--- config.mk ---
export PLATFORM = sky130hd
export DESIGN_NAME = enthdr_tgt_detector
export DESIGN_NICKNAME = d
export VERILOG_FILES = /design/src/rtl/i3c_tgt_pkg.sv /design/src/rtl/i3c_bus_cond_det.sv /design/src/rtl/enthdr_tgt_detector.sv
export SDC_FILE = /design/constraint.sdc
export NUM_CORES = 1
export LEC_CHECK = 0
export ABC_AREA = 1
export BUFFER_PORTS_ARGS = -buffer_cell sky130_fd_sc_hd__buf_2
export CAP_MARGIN = 25
export CORE_AREA = 8 8 85 49
export DETAILED_ROUTE_END_ITERATION = 16
export DIE_AREA = 0 0 93 57
export PLACE_DENSITY = 0.77
export REMOVE_ABC_BUFFERS = 1
export SLEW_MARGIN = 0
export SYNTH_ARGS = -nofsm -noshare
export SYNTH_HDL_FRONTEND = slang
export SYNTH_HIERARCHICAL = 1
export SYNTH_SLANG_ARGS = --single-unit
--- constraint.sdc ---
create_clock -name i_sdr_clk -period 3.66 [get_ports i_sdr_clk]
set_input_delay 0.732 -clock i_sdr_clk [delete_from_list [all_inputs] [get_ports i_sdr_clk]]
set_output_delay 0.732 -clock i_sdr_clk [all_outputs]
set_load 0.05 [all_outputs]
--- src/rtl/i3c_tgt_pkg.sv ---
// ---------------------------------------------------------------------------
// i3c_tgt_pkg
// Shared definitions for the I3C target SDR front end that detects ENTHDRx:
//   - tgt_state_t        : detector FSM states
//   - I3C_BCAST_ADDR     : 7-bit I3C broadcast address
//   - I3C_ENTHDR0        : ENTHDR0 CCC code; ENTHDRx = ENTHDR0 | x
//   - I3C_SUPPORTED_MASK : bit x set -> HDR mode x supported (DDR only)
//   - enthdr_code()      : builds the ENTHDRx code for mode x
//   - odd_parity_bit()   : T-bit value that makes {byte,T} odd parity
// No ports (package).
// ---------------------------------------------------------------------------
package i3c_tgt_pkg;

  typedef enum logic [2:0] {
    ST_IDLE,
    ST_ADDR,
    ST_ACK_WAIT,
    ST_ACK,
    ST_CCC,
    ST_HDR,
    ST_HDR_IGN
  } tgt_state_t;

  localparam logic [6:0] I3C_BCAST_ADDR     = 7'h7E;
  localparam logic [7:0] I3C_ENTHDR0        = 8'h20;
  localparam logic [7:0] I3C_SUPPORTED_MASK = 8'h01;

  function automatic logic [7:0] enthdr_code(input logic [2:0] mode);
    return I3C_ENTHDR0 | {5'b00000, mode};
  endfunction

  // The T-bit after a CCC byte gives the 9-bit word odd parity,
  // so T is 1 exactly when the byte has an even number of ones.
  function automatic logic odd_parity_bit(input logic [7:0] data);
    return ~^data;
  endfunction

endpackage

--- src/rtl/i3c_bus_cond_det.sv ---
// ---------------------------------------------------------------------------
// i3c_bus_cond_det
// Synchronises the asynchronous SCL/SDA bus lines into the system clock
// domain and derives single-cycle bus condition pulses from the last two
// synchronised samples.
// Ports:
//   clk      in  system clock
//   rst      in  synchronous reset, active-high
//   scl      in  raw bus SCL (asynchronous)
//   sda      in  raw bus SDA (asynchronous)
//   sda_s    out synchronised SDA (latest sample)
//   scl_rise out 1-cycle pulse: synchronised SCL 0->1
//   scl_fall out 1-cycle pulse: synchronised SCL 1->0
//   start    out 1-cycle pulse: SDA 1->0 while SCL high (START / Sr)
//   stop     out 1-cycle pulse: SDA 0->1 while SCL high (STOP)
// ---------------------------------------------------------------------------
module i3c_bus_cond_det #(
  parameter int unsigned SYNC_STAGES = 2
) (
  input  logic clk,
  input  logic rst,
  input  logic scl,
  input  logic sda,
  output logic sda_s,
  output logic scl_rise,
  output logic scl_fall,
  output logic start,
  output logic stop
);

  logic [SYNC_STAGES-1:0] scl_sync;
  logic [SYNC_STAGES-1:0] sda_sync;
  logic                   scl_q;
  logic                   sda_q;
  logic                   scl_s;

  // Reset to the idle bus level (both lines high) so that leaving reset
  // never manufactures a fake edge or bus condition.
  always_ff @(posedge clk) begin
    if (rst) begin
      scl_sync <= '1;
      sda_sync <= '1;
      scl_q    <= 1'b1;
      sda_q    <= 1'b1;
    end else begin
      scl_sync <= {scl_sync[SYNC_STAGES-2:0], scl};
      sda_sync <= {sda_sync[SYNC_STAGES-2:0], sda};
      scl_q    <= scl_sync[SYNC_STAGES-1];
      sda_q    <= sda_sync[SYNC_STAGES-1];
    end
  end

  assign scl_s    = scl_sync[SYNC_STAGES-1];
  assign sda_s    = sda_sync[SYNC_STAGES-1];
  assign scl_rise = scl_s & ~scl_q;
  assign scl_fall = ~scl_s & scl_q;

  // SCL must be high in both samples so a data change during a clock
  // edge is never mistaken for a START or STOP.
  assign start = scl_s & scl_q & sda_q & ~sda_s;
  assign stop  = scl_s & scl_q & ~sda_q & sda_s;

endmodule

--- src/rtl/enthdr_tgt_detector.sv ---
// ---------------------------------------------------------------------------
// enthdr_tgt_detector
// Target-side SDR front end that watches the bus for the ENTHDRx broadcast
// CCC. It matches 7'h7E+W after START, ACKs it, checks the 9-bit CCC code
// (byte + T-bit) and on a valid ENTHDRx hands the bus to the HDR engine (or
// ignores the bus for unsupported modes) until the engine reports exit.
// Ports:
//   i_sdr_clk    in   system clock, at least 4x SCL
//   i_sdr_rst    in   synchronous reset, active-high
//   i_tgt_en     in   detector enable; low returns to IDLE synchronously
//   i_scl        in   bus SCL (asynchronous)
//   i_sda        in   bus SDA (asynchronous, pulled up)
//   i_hdr_exit   in   1-cycle pulse: HDR engine done / exit pattern seen
//   o_sda_oe     out  1 = pull SDA low (ACK)
//   o_sda_pp_od  out  0 = open-drain; this block only ever drives open-drain
//   o_hdr_en     out  level: HDR engine enable (supported mode entered)
//   o_hdr_mode   out  HDR mode index x, valid with o_hdr_en/o_hdr_ignore
//   o_hdr_ignore out  level: unsupported ENTHDRx, bus ignored until exit
//   o_ccc_err    out  1-cycle pulse: T-bit parity error on the CCC code
//   o_busy       out  detector not in IDLE
// ---------------------------------------------------------------------------
module enthdr_tgt_detector
  import i3c_tgt_pkg::*;
#(
  parameter int unsigned SYNC_STAGES    = 2,
  parameter logic [6:0]  BCAST_ADDR     = I3C_BCAST_ADDR,
  parameter logic [7:0]  ENTHDR_BASE    = I3C_ENTHDR0,
  parameter logic [7:0]  SUPPORTED_MASK = I3C_SUPPORTED_MASK
) (
  input  logic       i_sdr_clk,
  input  logic       i_sdr_rst,
  input  logic       i_tgt_en,
  input  logic       i_scl,
  input  logic       i_sda,
  input  logic       i_hdr_exit,
  output logic       o_sda_oe,
  output logic       o_sda_pp_od,
  output logic       o_hdr_en,
  output logic [2:0] o_hdr_mode,
  output logic       o_hdr_ignore,
  output logic       o_ccc_err,
  output logic       o_busy
);

  logic sda_s;
  logic scl_rise;
  logic scl_fall;
  logic start;
  logic stop;

  i3c_bus_cond_det #(
    .SYNC_STAGES (SYNC_STAGES)
  ) u_bus_cond (
    .clk      (i_sdr_clk),
    .rst      (i_sdr_rst),
    .scl      (i_scl),
    .sda      (i_sda),
    .sda_s    (sda_s),
    .scl_rise (scl_rise),
    .scl_fall (scl_fall),
    .start    (start),
    .stop     (stop)
  );

  tgt_state_t state, state_nxt;
  logic [3:0] cnt, cnt_nxt;
  logic [8:0] shreg, shreg_nxt;
  logic       sda_oe_q, sda_oe_nxt;
  logic       hdr_en_q, hdr_en_nxt;
  logic       hdr_ign_q, hdr_ign_nxt;
  logic [2:0] hdr_mode_q, hdr_mode_nxt;
  logic       ccc_err_q, ccc_err_nxt;

  logic [7:0] addr_byte;
  logic [7:0] ccc_byte;
  logic       ccc_tbit;
  logic [2:0] ccc_mode;

  // The address byte is judged on the same cycle its 8th bit arrives,
  // so the incoming bit is appended to the seven already shifted in.
  assign addr_byte = {shreg[6:0], sda_s};
  assign ccc_byte  = shreg[8:1];
  assign ccc_tbit  = shreg[0];
  assign ccc_mode  = shreg[3:1];

  // Next-state and next-output logic. START/STOP take priority over SCL
  // edges in every SDR frame state; once in HDR the engine owns the bus
  // and only i_hdr_exit is honoured.
  always_comb begin
    state_nxt    = state;
    cnt_nxt      = cnt;
    shreg_nxt    = shreg;
    sda_oe_nxt   = sda_oe_q;
    hdr_en_nxt   = hdr_en_q;
    hdr_ign_nxt  = hdr_ign_q;
    hdr_mode_nxt = hdr_mode_q;
    ccc_err_nxt  = 1'b0;

    unique case (state)
      ST_IDLE: begin
        if (start) begin
          state_nxt = ST_ADDR;
          cnt_nxt   = '0;
          shreg_nxt = '0;
        end
      end

      ST_HDR, ST_HDR_IGN: begin
        if (i_hdr_exit) begin
          state_nxt    = ST_IDLE;
          hdr_en_nxt   = 1'b0;
          hdr_ign_nxt  = 1'b0;
          hdr_mode_nxt = '0;
        end
      end

      default: begin
        if (start) begin
          state_nxt  = ST_ADDR;
          cnt_nxt    = '0;
          shreg_nxt  = '0;
          sda_oe_nxt = 1'b0;
        end else if (stop) begin
          state_nxt  = ST_IDLE;
          cnt_nxt    = '0;
          shreg_nxt  = '0;
          sda_oe_nxt = 1'b0;
        end else begin
          case (state)
            ST_ADDR: begin
              if (scl_rise) begin
                shreg_nxt = {shreg[7:0], sda_s};
                cnt_nxt   = cnt + 4'd1;
                if (cnt == 4'd7) begin
                  cnt_nxt   = '0;
                  state_nxt = (addr_byte == {BCAST_ADDR, 1'b0}) ? ST_ACK_WAIT : ST_IDLE;
                end
              end
            end

            ST_ACK_WAIT: begin
              if (scl_fall) begin
                sda_oe_nxt = 1'b1;
                state_nxt  = ST_ACK;
              end
            end

            // The first fall seen in ACK always ends the 9th (ACK) bit,
            // since ACK is entered on the fall that ends the 8th bit.
            ST_ACK: begin
              if (scl_fall) begin
                sda_oe_nxt = 1'b0;
                state_nxt  = ST_CCC;
                cnt_nxt    = '0;
                shreg_nxt  = '0;
              end
            end

            // cnt reaching 9 means byte + T-bit are complete; they are
            // evaluated one cycle after the last bit is shifted in.
            ST_CCC: begin
              if (cnt == 4'd9) begin
                cnt_nxt = '0;
                if (ccc_tbit != odd_parity_bit(ccc_byte)) begin
                  ccc_err_nxt = 1'b1;
                  state_nxt   = ST_IDLE;
                end else if (ccc_byte[7:3] != ENTHDR_BASE[7:3]) begin
                  state_nxt = ST_IDLE;
                end else if (SUPPORTED_MASK[ccc_mode]) begin
                  state_nxt    = ST_HDR;
                  hdr_en_nxt   = 1'b1;
                  hdr_mode_nxt = ccc_mode;
                end else begin
                  state_nxt    = ST_HDR_IGN;
                  hdr_ign_nxt  = 1'b1;
                  hdr_mode_nxt = ccc_mode;
                end
              end else if (scl_rise) begin
                shreg_nxt = {shreg[7:0], sda_s};
                cnt_nxt   = cnt + 4'd1;
              end
            end

            default: ;
          endcase
        end
      end
    endcase
  end

  // State and output registers. Disabling the detector behaves like reset
  // so an ACK in progress is released on the very same edge.
  always_ff @(posedge i_sdr_clk) begin
    if (i_sdr_rst || !i_tgt_en) begin
      state      <= ST_IDLE;
      cnt        <= '0;
      shreg      <= '0;
      sda_oe_q   <= 1'b0;
      hdr_en_q   <= 1'b0;
      hdr_ign_q  <= 1'b0;
      hdr_mode_q <= '0;
      ccc_err_q  <= 1'b0;
    end else begin
      state      <= state_nxt;
      cnt        <= cnt_nxt;
      shreg      <= shreg_nxt;
      sda_oe_q   <= sda_oe_nxt;
      hdr_en_q   <= hdr_en_nxt;
      hdr_ign_q  <= hdr_ign_nxt;
      hdr_mode_q <= hdr_mode_nxt;
      ccc_err_q  <= ccc_err_nxt;
    end
  end

  assign o_sda_oe     = sda_oe_q;
  assign o_sda_pp_od  = 1'b0;
  assign o_hdr_en     = hdr_en_q;
  assign o_hdr_mode   = hdr_mode_q;
  assign o_hdr_ignore = hdr_ign_q;
  assign o_ccc_err    = ccc_err_q;
  assign o_busy       = (state != ST_IDLE);

endmodule

# Word level (Yosys, flattened, before mapping)
# Memory sizes are Yosys's and may differ from the RTL's. A register that Yosys moved wholly into a read port is not among the register bits.
# Cells that the tools add are included.
# W data, S select, Z words.
# word_totals
regBits	29
mem_bits_ro	8
mem_count	1
in_bits	6
elab_cells	146
# op_classes
bitwise_logic	16
magnitude_cmp	1
n_eq_ne	28
n_mux	66
n_addsub	1
n_reduce_logical	21
# memory_table
memory	words	word_bits	rd	rd_ports_with_merged_regs	wr	line	rtl
(no name shown)	8	1	1	1	0	enthdr_tgt_detector.sv:169	end else if (SUPPORTED_MASK[ccc_mode]) begin
# ops
operator	n
$mux W3	19
$mux W9	6
$mux W4	8
$pmux W9 S3	1
$ne A5 B5 Y1 const B	5
$mux W1	21
$pmux W9 S2	1
$reduce_and A9 Y1	2
$ne A4 B4 Y1 const B	4
$reduce_and A8 Y1	2
$pmux W3 S2	2
$pmux W3 S4	1
$pmux W4 S3	1
$ne A2 B1 Y1 const B	5
$eq A3 B3 Y1 const B	3
$not A1 Y1	9
$eq A8 B8 Y1 const B	1
$pmux W4 S2	1
$reduce_or A8 Y1	1
$reduce_xnor A8 Y1	1
$and A1 B1 Y1	7
$reduce_bool A7 Y1	1
$eq A3 B2 Y1 const B	2
$pmux W1 S2	3
22 further kinds	26

# Depth between registers and ports, before layout
# depth
word_depth	10
depth_mapped	14
depth_no_buf	14

# Cells and area by module
# Netlist, hierarchy kept.
# by_module_without_submodules
mod	seq_area_each_um2	area_per_inst_um2	cells_each	instances
enthdr_tgt_detector	480.5	1581.5	253	1
i3c_bus_cond_det	120.1	197.7	24	1

# Worst setup path after synthesis
# No wires, ideal clock.
# synth_path
path_kind	reg-to-output
from	register state[1]
to	output port o_busy
path_stages_with_launch	5
setup_slack_ns	1.955
required_time_ns	2.928
arrival_ns	0.973
path_cell_list	dfxtp_1 -> inv_2 -> nand2_1 -> nor2_1 -> inv_1
# synth_via
elab_chain_cells	1
# synth_rtl
item	line	rtl
from (decl)	enthdr_tgt_detector.sv:65	tgt_state_t state, state_nxt;
from (signal assigned)	enthdr_tgt_detector.sv:204	state <= state_nxt;
$reduce_bool A3 Y1	enthdr_tgt_detector.sv:221	assign o_busy = (state != ST_IDLE);
to (decl)	enthdr_tgt_detector.sv:42	output logic o_busy
# Every way passes these cells.

# Worst setup path after layout
# Ends and elaborated chain as after synthesis.

==> reports/results.ini <==
[synthesis]
synth_cell_type_count = 33
ys_seq_elements = 30
ys_seq_area_share_pct = 33.8
synth_top_area_share_pct = 33.8
avgSynthCellArea_um2 = 6.42
synth_warnings = 6
synthCells = 277
synth_area_leader_cell = dfxtp_1
synthTopCellsByArea = dfxtp_1, nand2_1, inv_1
synthesis.area_um2 = 1780

[setup_path]
critPathMaxFanout = 6
cpPeakStageDelay_ps = 360
cp_slowest_cell = dfxtp_1
path_class = reg -> out
cp-end-kind = output port
critPathLaunchType = flop
cp.required_ps = 2930
cp_cell_sequence = inv_2 > nand2_1 > nor2_1 > inv_1 > buf_2
cp_data_arrival_time_ps = 1520

[grt]
grt_pass1_wl_um = 7220
grt_overflow = 0
grt_pass1_vias = 1509
grt_usage_pct = 17.2
grt_max_degree = 14
antenna_found_initial = 0

[routing]
detail-route-antenna-nets = 0
drc_errors = 0
dr.first_iter.drc_count = 197
num_vias = 1838
via_per_inst = 5.47
drt-total-wl_um = 4370
wl_per_cell_um = 13.0
dr.pass1.iters = 5

[timing]
slew_viol_final = 0
setup_violations = 0
timing.hold.ws_ps = 406
period_share_pct = 61.5
tns_ps = 0
post-route-min-period_ps = 2250
setup_ws_ps = 1410
fmax_mhz = 444
slew_headroom_pct = 55.5
worst_pin_slew_ps = 665
clock_skew_ps = 2.46
final_hold_viol_count = 0
grt_setup_unrepaired = no

[die]
dieArea_um2 = 5300
die_h_um = 57
fp.dieW_um = 93
std_cell_rows = 15
top_level_ports = 15
start_util_pct = 57.1
core_area_um2 = 3120

[clock_tree]
h-tree-depth = 2
cts_tree = built
clkLatencyLatePin_ps = 280
cts_sinks = 30
cts_buffer_depth = 2
cts_made_buffers = 5
hold_buffers = 0
cts_setup_buffers = 0
cts_root_buffer = clkbuf_8
cts.clk_slew.worst_paths_ps = 70
cts.repair.resized = 0

[placement]
placedCellCount = 328
pre_cts_ws_ps = 1680
place_hpwl_um = 3360
place_area_um2 = 1880
gp_congestion = 0.933
numPortBuffers = 13

[finish]
n_antenna_cell = 0
final_core_util_pct = 63.4
post-route-cell-area_um2 = 1980
final_cells = 336
drive_gt1_share_pct = 12.2
nNetsFinal = 304
syn2layout_area_growth_pct = 11.0

[run]
maxCapViolCount = 0

[power]
p_leak_nw = 0.960
p_per_area_nw_per_um2 = 331
p_total_uw = 654
vdd_ir_drop_max_v = 0.000191

[hold_path]
min_path_type = reg -> reg

[run_status]
outcome = complete, no violations

## kinds of logic after synthesis
group                    count (synthesis)  synth area share (%)
AND/OR/NAND/NOR                        151                  38.5
buffers and inverters                   47                  10.2
AO/OA/AOI/OAI                           43                  13.8
flip-flops                              30                  33.8
adder cells (fa/ha/maj)                  5                  3.52
other                                    1                 0.211
## power by group
part	switching, mW	internal (mW)
combinational	0.0271	0.0104
clock	0.134	0.151
sequential	0.00186	0.330
total	0.163	0.491
## final cells by class
cell class | instances | area (um2)
Clock buffer | 6 | 82.6
Clock inverter | 2 | 12.5
Fill cell | 294 | 1140
Inverter | 42 | 158
Multi-Input combinational cell | 200 | 997
Sequential cell | 30 | 601
Tap cell | 42 | 52.6
Timing Repair Buffer | 14 | 72.6
## path summary, 6_finish.rpt
path | startpoint | endpoint | slack, ps | depth (start not counted)
setup reg to reg | u_bus_cond/sda_sync[1]$_SDFF_PP1_ | o_hdr_ignore$_SDFFE_PP0P_ | 1640 | 9
hold reg to reg | u_bus_cond/scl_sync[0]$_SDFF_PP1_ | u_bus_cond/scl_sync[1]$_SDFF_PP1_ | 410 | 1
setup / recovery | state[1]$_SDFFE_PP0P_ | o_busy | 1410 | 5
hold / removal | u_bus_cond/scl_sync[0]$_SDFF_PP1_ | u_bus_cond/scl_sync[1]$_SDFF_PP1_ | 410 | 1
## Yosys cell counts
cell and count:
nand3b_1 1, nand4_1 3, ha_1 5, o21ai_0 11
nor2_1 28, or2_1 4, inv_2 4, nand2_1 74
clkbuf_1 3, o22ai_1 1, inv_1 38, buf_4 1
nand2_2 2, and2_1 1, nand2_4 1, nand3_1 25
a311oi_1 2, a21oi_2 1, or2_2 1, nor2_2 2
nor2_8 2, nor3_1 5, nor4_1 1, o211ai_2 1
and3_1 1, buf_2 1, dfxtp_1 30, conb_1 1
o21bai_1 1, o211ai_1 1, a21o_1 1, a21oi_1 23
o31ai_1 1
## worst max-delay path, delay by kind of cell, from the launching register on
kind / cells / cell delay [ps]
and+or+nand+nor: 2 / 350
buffers and inverters: 3 / 530
DFF: 1 / 360
## state kept, by name (all words and copies together) (netlist names), named ones only
name	cells
o_sda_oe	1
shreg	9
u_bus_cond/scl_sync	2
u_bus_cond/sda_sync	2
u_bus_cond/scl_q	1
o_ccc_err	1
o_hdr_mode	3
state	3
o_hdr_en	1
cnt	4
o_hdr_ignore	1
u_bus_cond/sda_q	1
## routing by layer
metal	track usage [%]	wire length (um)	vias up
li1	-	-	918
met1	26.8	2200	794
met2	19.9	1520	121
met5	0	0	-
met4	5.45	39	0
met3	6.27	612	5
## layout by cell type, fill, tap and decap left out, drive strengths merged
| cell | n |
|---|---|
| nand2 | 77 |
| dfxtp | 30 |
| a21o | 1 |
| nor2 | 32 |
| nand3 | 25 |
| a311oi | 2 |
| and3 | 1 |
| buf | 14 |
| clkinvlp | 1 |
| nand4 | 3 |
| clkbuf | 6 |
| o31ai | 1 |
| nor3 | 5 |
| nor4 | 1 |
| and2 | 1 |
| o211ai | 2 |
| conb | 1 |
| o21bai | 1 |
| or2 | 5 |
| ha | 5 |
| inv | 42 |
| o21ai | 11 |
| a21oi | 24 |
| nand3b | 1 |
| o22ai | 1 |
| clkinv | 1 |
Note: power is estimated with default switching activity, not from simulation.
